`src/rtl/mux2to1_arb_pkg.sv`:
```
// Shared definitions for the two-source packet arbiter.
//   state_t   : arbiter FSM encoding (IDLE, SEL0, SEL1)
//   CH0 / CH1 : channel identifiers, also used as mux select values
//   sel_state : maps a channel id to the state that grants it
package mux2to1_arb_pkg;

  typedef enum logic [1:0] {
    IDLE = 2'd0,
    SEL0 = 2'd1,
    SEL1 = 2'd2
  } state_t;

  localparam logic CH0 = 1'b0;
  localparam logic CH1 = 1'b1;

  function automatic state_t sel_state(input logic ch);
    return (ch == CH1) ? SEL1 : SEL0;
  endfunction

endpackage

```
`src/rtl/mux2to1_bus.sv`:
```
// Combinational 2:1 mux for one beat (data + last flag).
//   seletor     in   select, CH0 picks d0/l0, CH1 picks d1/l1
//   d0, l0      in   channel 0 data and last flag
//   d1, l1      in   channel 1 data and last flag
//   data, last  out  selected beat
module mux2to1_bus
  import mux2to1_arb_pkg::*;
#(
  parameter int DATA_W = 8
) (
  input  logic              seletor,
  input  logic [DATA_W-1:0] d0,
  input  logic              l0,
  input  logic [DATA_W-1:0] d1,
  input  logic              l1,
  output logic [DATA_W-1:0] data,
  output logic              last
);

  assign data = (seletor == CH1) ? d1 : d0;
  assign last = (seletor == CH1) ? l1 : l0;

endmodule

```
`src/rtl/mux2to1_arbiter.sv`:
```
// Round-robin packet arbiter sharing one 2:1 datapath mux between two
// streaming sources and one sink. One source is granted per packet; the
// selected beats are registered into a single-entry output stage.
//   clk, rst                      clock, async active-high reset
//   i0_valid/i0_data/i0_last      ch0 beat in;  i0_ready out
//   i1_valid/i1_data/i1_last      ch1 beat in;  i1_ready out
//   seletor                       registered mux select (0 = ch0, 1 = ch1)
//   out_valid/out_data/out_last   output beat; out_ready in from the sink
//   out_src                       channel the output beat came from
//   dbg_state                     current FSM state, for observation only
//
// Handshake: a beat moves on any interface in a cycle where valid && ready
// is seen at the rising edge. A source holds valid/data/last stable until
// accepted; ready may depend combinationally on out_ready.
module mux2to1_arbiter
  import mux2to1_arb_pkg::*;
#(
  parameter int DATA_W  = 8,
  parameter int RR_INIT = 0
) (
  input  logic              clk,
  input  logic              rst,
  input  logic              i0_valid,
  input  logic [DATA_W-1:0] i0_data,
  input  logic              i0_last,
  output logic              i0_ready,
  input  logic              i1_valid,
  input  logic [DATA_W-1:0] i1_data,
  input  logic              i1_last,
  output logic              i1_ready,
  output logic              seletor,
  output logic              out_valid,
  output logic [DATA_W-1:0] out_data,
  output logic              out_last,
  output logic              out_src,
  input  logic              out_ready,
  output logic [1:0]        dbg_state
);

  state_t            state, state_nxt;
  logic              prio;
  logic              stage_free;
  logic              accept;
  logic [DATA_W-1:0] sel_data;
  logic              sel_last;

  mux2to1_bus #(.DATA_W(DATA_W)) u_bus (
    .seletor (seletor),
    .d0      (i0_data),
    .l0      (i0_last),
    .d1      (i1_data),
    .l1      (i1_last),
    .data    (sel_data),
    .last    (sel_last)
  );

  // The output stage can take a beat when empty or draining this cycle.
  assign stage_free = !out_valid || out_ready;
  assign accept     = (i0_valid && i0_ready) || (i1_valid && i1_ready);
  assign dbg_state  = state;

  always_comb begin
    state_nxt = state;
    i0_ready  = 1'b0;
    i1_ready  = 1'b0;
    case (state)
      IDLE: begin
        if (i0_valid && (!i1_valid || prio == CH0)) state_nxt = SEL0;
        else if (i1_valid)                          state_nxt = SEL1;
      end
      SEL0: begin
        i0_ready = stage_free;
        if (i0_valid && stage_free && sel_last) state_nxt = IDLE;
      end
      SEL1: begin
        i1_ready = stage_free;
        if (i1_valid && stage_free && sel_last) state_nxt = IDLE;
      end
      default: state_nxt = IDLE;
    endcase
  end

  always_ff @(posedge clk or posedge rst) begin
    if (rst) begin
      state   <= IDLE;
      prio    <= (RR_INIT != 0) ? CH1 : CH0;
      seletor <= CH0;
    end else begin
      state <= state_nxt;
      // Select is only retargeted when a new packet is granted, so it
      // keeps pointing at the previous owner while idle.
      if (state == IDLE && state_nxt != IDLE)
        seletor <= (state_nxt == sel_state(CH1)) ? CH1 : CH0;
      // Priority moves to the other channel once a packet completes.
      if (accept && sel_last)
        prio <= ~seletor;
    end
  end

  always_ff @(posedge clk or posedge rst) begin
    if (rst) begin
      out_valid <= 1'b0;
      out_data  <= '0;
      out_last  <= 1'b0;
      out_src   <= CH0;
    end else if (accept) begin
      out_valid <= 1'b1;
      out_data  <= sel_data;
      out_last  <= sel_last;
      out_src   <= seletor;
    end else if (out_ready) begin
      out_valid <= 1'b0;
    end
  end

endmodule

```
`config.mk`:
```
export PLATFORM = sky130hd
export DESIGN_NAME = mux2to1_arbiter
export DESIGN_NICKNAME = d
export VERILOG_FILES = /design/src/rtl/mux2to1_arb_pkg.sv /design/src/rtl/mux2to1_bus.sv /design/src/rtl/mux2to1_arbiter.sv
export SDC_FILE = /design/constraint.sdc
export NUM_CORES = 1
export LEC_CHECK = 0
export CORE_MARGIN = 3
export CORE_UTILIZATION = 41
export CTS_BUF_LIST = sky130_fd_sc_hd__clkbuf_8
export DETAILED_ROUTE_END_ITERATION = 6
export PLACE_DENSITY = 0.93
export SKIP_CTS_REPAIR_TIMING = 1
export SYNTH_ARGS = -nofsm -noshare
export SYNTH_HDL_FRONTEND = slang
export SYNTH_SLANG_ARGS = --single-unit
```
`constraint.sdc`:
```
create_clock -name clk -period 1.59 [get_ports clk]
set_input_delay 0.2385 -clock clk [delete_from_list [all_inputs] [get_ports clk]]
set_output_delay 0.2385 -clock clk [all_outputs]
set_load 0.01 [all_outputs]
```
==> results of run 1 <==
power breakdown:
| group | internal (mW) | switching (mW) |
|---|---|---|
| clock | 0.174 | 0.135 |
| combinational | 0.913 | 0.537 |
| sequential | 0.577 | 0.115 |
| total | 1.66 | 0.787 |
worst max-delay path, cell delays in order, from the launching register on:
cell     delay (ns)
dfrtp_1        0.39
buf_4          0.14
and3b_2        0.21
o21a_1         0.19
buf_4          0.18
mux2_4         0.30
kinds of logic (layout without fill, tap and decap cells):
kind of cell | count (synthesis) | after routing
buf+inv | 9 | 59
flops | 15 | 15
compound gates | 11 | 11
mux | 19 | 19
simple gates | 8 | 8
cells in the final DEF (no fill, tap or decap):
cell type	synthesis	routed
a211o_1	2	2
a21o_1	1	1
a21oi_1	2	2
and3b_1	1	1
and3b_2	1	1
buf_4	1	11
clkbuf_8	0	3
clkdlybuf4s50_1	0	36
clkinv_2	0	1
dfrtp_1	15	15
dlymetal6s2s_1	0	2
inv_1	6	6
mux2_2	9	9
mux2_4	8	8
mux2i_1	2	2
nand2b_1	1	1
nor2b_1	1	1
nor3_1	1	1
nor3b_1	2	2
o2111ai_1	1	1
o211ai_1	1	1
o21a_1	1	1
o22a_1	1	1
o31ai_1	2	2
or3_2	1	1
per-layer routing:
layer / part of all wire / up-vias / routed length, um / GRT usage
met5: 0 / - / 0 / 0
met4: 0.0038 / 0 / 8 / 0.04036
met3: 0.057 / 2 / 121 / 0.05638
met2: 0.56 / 26 / 1181 / 0.3609
met1: 0.38 / 337 / 803 / 0.1954
li1: - / 327 / - / -
layout make-up:
cell class	instances	area [sq um]	area share
inverter	6	22.52	0.01698
clock inverter	1	5.005	0.003774
timing repair buffer	49	467.9	0.3528
sequential	15	375.4	0.2830
tap	25	31.28	0.02358
clock buffer	3	41.29	0.03113
multi-input combinational	38	382.9	0.2887
final timing paths:
path	from	end	depth (start not counted)
max	dbg_state[0]	out_data[1]	5
min	rst	out_data[2]	2
max reg2reg	dbg_state[0]	out_data[1]	5
min reg2reg	out_data[7]	out_data[7]	1
max in group asynchronous	rst	dbg_state[0]	2
min in group clk	out_data[7]	out_data[7]	1
sequential cells by signal, indices dropped and copies added, names as in the netlist:
name	flops
prio	1
out_last	1
out_src	1
dbg_state	2
seletor	1
out_data	8
out_valid	1
==> metrics.cfg, run 1 <==
[route]
routedWlPerCell_um = 15.44
wirelength_mm = 2.115
firstDrtPassIters = 4
vias = 692
ant_nets = 0
drt_iter0_markers = 12
drc = 0
via_per_inst = 5.051

[die]
die_y_um = 50.30
ios = 39
initial_utilization = 0.4512
row_count = 15
die_w_um = 50.30
die_area_sq_um = 2530
coreArea_sq_um = 1783

[yosys]
synth-simple-area-share = 0.07309
synth_most_common_cell = dfrtp_1
synth_commonest_cells = dfrtp_1, mux2_2, mux2_4
synth_area_sq_um = 804.5
ys_seq_area_frac = 0.4666
yosysTopAreaCell = dfrtp_1
synth_compound_area_frac = 0.1026
synth_flop_cell = dfrtp_1
synthMuxAreaShare = 0.3002
yosysUniqueCellTypes = 23
synth_xor_area_frac = 0
ys_seq_elements = 15
syn_inst = 62
synth_edf_count = 0
synth_top_family_by_area = multiplexers
synth.avg_cell_area_sq_um = 12.98
synth_top_area_frac = 0.4666
synthAdderAreaFrac = 0
ys_top_cells_by_area = dfrtp_1, mux2_4, mux2_2
synthArstFlopShare = 1.000
postSynthNetCount = 85
yosys_warnings = 0

[sta]
fin_ws_ns = 0.07060
setup_tns_ns = 0
setup_viol = 0
min_period_ns = 1.519
finalHoldViolations = 0
max_freq_ghz = 0.6582
skew_ns = 0.006980
post-route-period-util = 0.9556
worst_slew_pin_slew_ns = 0.5493
relSlewSlack = 0.6334
drv_slew = 0
hold_ws_ns = 0.3321
rsz0062_at_grt = false

[final_layout]
layout-drive-gt1-share = 0.3036
area_delta_synth_final_pct = 64.85
diodes = 0
stdcell_area_sq_um = 1326
nets = 136
final.fill_count = 126
post-route-util = 0.7439
layout.cells.non_filler = 137

[worst_setup_path]
arrival_ns = 1.65
critPathRequiredTime_ns = 1.72
cp_max_fo = 6
start_kind = register
worstSetupEndpointType = register
rrSetupSlack_ns = 0.07
worstSetupPathType = reg2reg

[run_status]
status = finished, final reports clean

[grt]
grt_use_total = 0.1869
grt_pass1_vias = 753
grt_pass1_wl_mm = 3.532
antenna_found_initial = 0
grt_start_max_net_pins = 16
globalRouteOverflowTotal = 0

[placed_design]
io_buffer_count = 38
place_inst = 132
dp_slack_ns = -0.1972
placed_area_sq_um = 1267
place_congestion = 0.7389
dpl.hpwl_mm = 1.665

[power_and_ir_drop]
max-vdd-ir-drop_v = 0.001097
total_power_mw = 2.452
p_leak_nw = 0.6291
cellPowerDensity_nw_per_um2 = 1849

[clock_tree]
cts_buffers = 3
cts_tree = done
clk_pin_slew_ns = 0.06
ctsRootBufferMaster = clkbuf_8
htree_levels = 1
clk-insertion-delay-late_ns = 0.25
cts.sinks = 15
clk_path_buf_depth = 2

[hold_path]
hp-class = in2async

[job]
drv_cap = 0

Power figures use the tool's default switching activity.
==> run 2: changes to the inputs <==
- CORE_UTILIZATION: 41 -> 44
- PLACE_DENSITY: 0.93 -> 0.95
- clock period: 1.59 -> 1.9 ns (I/O delays scaled with it)
==> metrics.cfg, run 2 (synthesis gave the netlist of run 1 again) <==
[run_status]
status = finished, final reports clean

[die]
ios = 39  ; unchanged
die_area_sq_um = 2378  ; -6.0%
initial_utilization = 0.4992  ; +0.04800
die_w_um = 48.76  ; -3.1%
die_y_um = 48.76  ; -3.1%
row_count = 14  ; -1
coreArea_sq_um = 1612  ; -9.6%

[grt]
grt_use_total = 0.1735  ; -0.01339
grt_start_max_net_pins = 16  ; unchanged
globalRouteOverflowTotal = 0  ; unchanged
grt_pass1_vias = 688  ; -8.6%
antenna_found_initial = 0  ; unchanged
grt_pass1_wl_mm = 3.105  ; -12%

[power_and_ir_drop]
p_seq_frac = 0.322  ; +0.039
combPwrFrac = 0.543  ; -0.049
clkPwrFrac = 0.135  ; +0.009
power.switching_uw = 633.9  ; -20%
total_power_mw = 1.966  ; -20%
p_leak_nw = 0.5941  ; -5.6%
max-vdd-ir-drop_v = 0.0008943  ; -18%
intPower_mw = 1.332  ; -20%
cellPowerDensity_nw_per_um2 = 1545  ; -16%
switching_share = 0.3224  ; +0.001261

[worst_setup_path]
path_buf_inv = 1  ; -1
worstSetupPathType = reg2out
start_kind = register
path_cells = clkdlybuf4s50_1
slowest_stage = clkdlybuf4s50_1
worstSetupEndpointType = output port
arrival_ns = 1.39  ; -0.26 ns
cp_max_fo = 9  ; +3
critPathRequiredTime_ns = 1.62  ; -0.10 ns
critPathTopFamily = buffers and inverters
slowest_delay_ns = 0.61  ; +0.22 ns

[sta]
setup_viol = 0  ; unchanged
hold_ws_ns = 0.3811  ; +0.04903 ns
finalHoldViolations = 0  ; unchanged
rsz0062_at_grt = false
skew_ns = 0.001806  ; -0.005174 ns
relSlewSlack = 0.6279  ; -0.005514
setup_tns_ns = 0  ; unchanged
fin_ws_ns = 0.2219  ; +0.1513 ns
max_freq_ghz = 0.5959
post-route-period-util = 0.8832
min_period_ns = 1.678
drv_slew = 0  ; unchanged
worst_slew_pin_slew_ns = 0.5576  ; +0.008263 ns

[placed_design]
place_congestion = 0.7744  ; +4.8%
placed_area_sq_um = 1221  ; -3.7%
dpl.hpwl_mm = 1.419  ; -15%
dp_slack_ns = 0.04393  ; +0.2411 ns
io_buffer_count = 38  ; unchanged

[clock_tree]
cts.sinks = 15  ; unchanged
clk_pin_slew_ns = 0.06  ; about the same
ctsRootBufferMaster = clkbuf_8
clk_path_buf_depth = 2  ; unchanged
clk-insertion-delay-late_ns = 0.25  ; about the same
cts_buffers = 3  ; unchanged
cts_tree = done
htree_levels = 1  ; unchanged

[route]
wirelength_mm = 1.881  ; -11%
via_per_inst = 5.070  ; +0.37%
routedWlPerCell_um = 14.58  ; -5.5%
drc = 0  ; unchanged
vias = 654  ; -5.5%
drt_iter0_markers = 1  ; -11
ant_nets = 0  ; unchanged
firstDrtPassIters = 3  ; -1

[final_layout]
diodes = 0  ; unchanged
stdcell_area_sq_um = 1272  ; -4.1%
mostFrequentLayoutCells = clkdlybuf4s50_1, dfrtp_1, mux2_2
regMostFlops = out_data
layout-drive-gt1-share = 0.2571  ; -0.04643
nets = 129  ; -5.1%
largest_register_ffs = 8  ; unchanged
final_common_cell = clkdlybuf4s50_1
area_delta_synth_final_pct = 58.16

[job]
drv_cap = 0  ; unchanged

[hold_path]
hp-class = in2async

## run 2: cell count changes in the layout (fill, tap and decap cells not counted), sizes merged
cell	previous run	this run
buf	11	4
## run 2: area by class of cell
class                   count  area [sq um]
repair buffers             42         415.4
multi-input cells          38         382.9
flip-flops and latches     15         375.4
fillers                   112         339.1
clock buffers               3         41.29
well taps                  24         30.03
inverters                   6         22.52
clock inverters             1         5.005
## run 2: through the flow
step | instances | utilization
after floorplan | 62 | -
after detailed placement | 125 | 0.7578
final | 129 | 0.7896
after global placement | 125 | 0.7578
after CTS | 129 | 0.7865
after global routing | 129 | 0.7896
## run 2: final timing paths
| check | startpoint | to | slack (ns) | cells past startpoint |
|---|---|---|---|---|
| worst max-delay path | seletor | seletor | 0.22 | 1 |
| worst min register to register | out_data[5] | out_data[5] | 0.51 | 1 |
| worst min-delay path | rst | out_data[3] | 0.38 | 2 |
| min in group clk | out_data[5] | out_data[5] | 0.51 | 1 |
| worst max register to register | dbg_state[1] | out_data[2] | 0.34 | 4 |
| max in group asynchronous | rst | dbg_state[0] | 1.15 | 2 |
## run 2: power groups by stage
stage	combinational [mW]	sequential [mW]	clock, mW
2_1_floorplan	0.570	0.659	0
3_3_place_gp	1.06	0.627	0
3_5_place_dp	1.08	0.633	0
5_1_grt	1.13	0.664	0.290
4_1_cts	1.09	0.637	0.270
6_report	1.07	0.633	0.265
## run 2: layer usage
metal | global-route usage | up-vias | wire [um]
met3 | 0.05828 | 4 | 133
li1 | - | 306 | -
met1 | 0.1875 | 316 | 789
met4 | 0.08531 | 0 | 31
met2 | 0.3009 | 28 | 927
met5 | 0 | - | 0
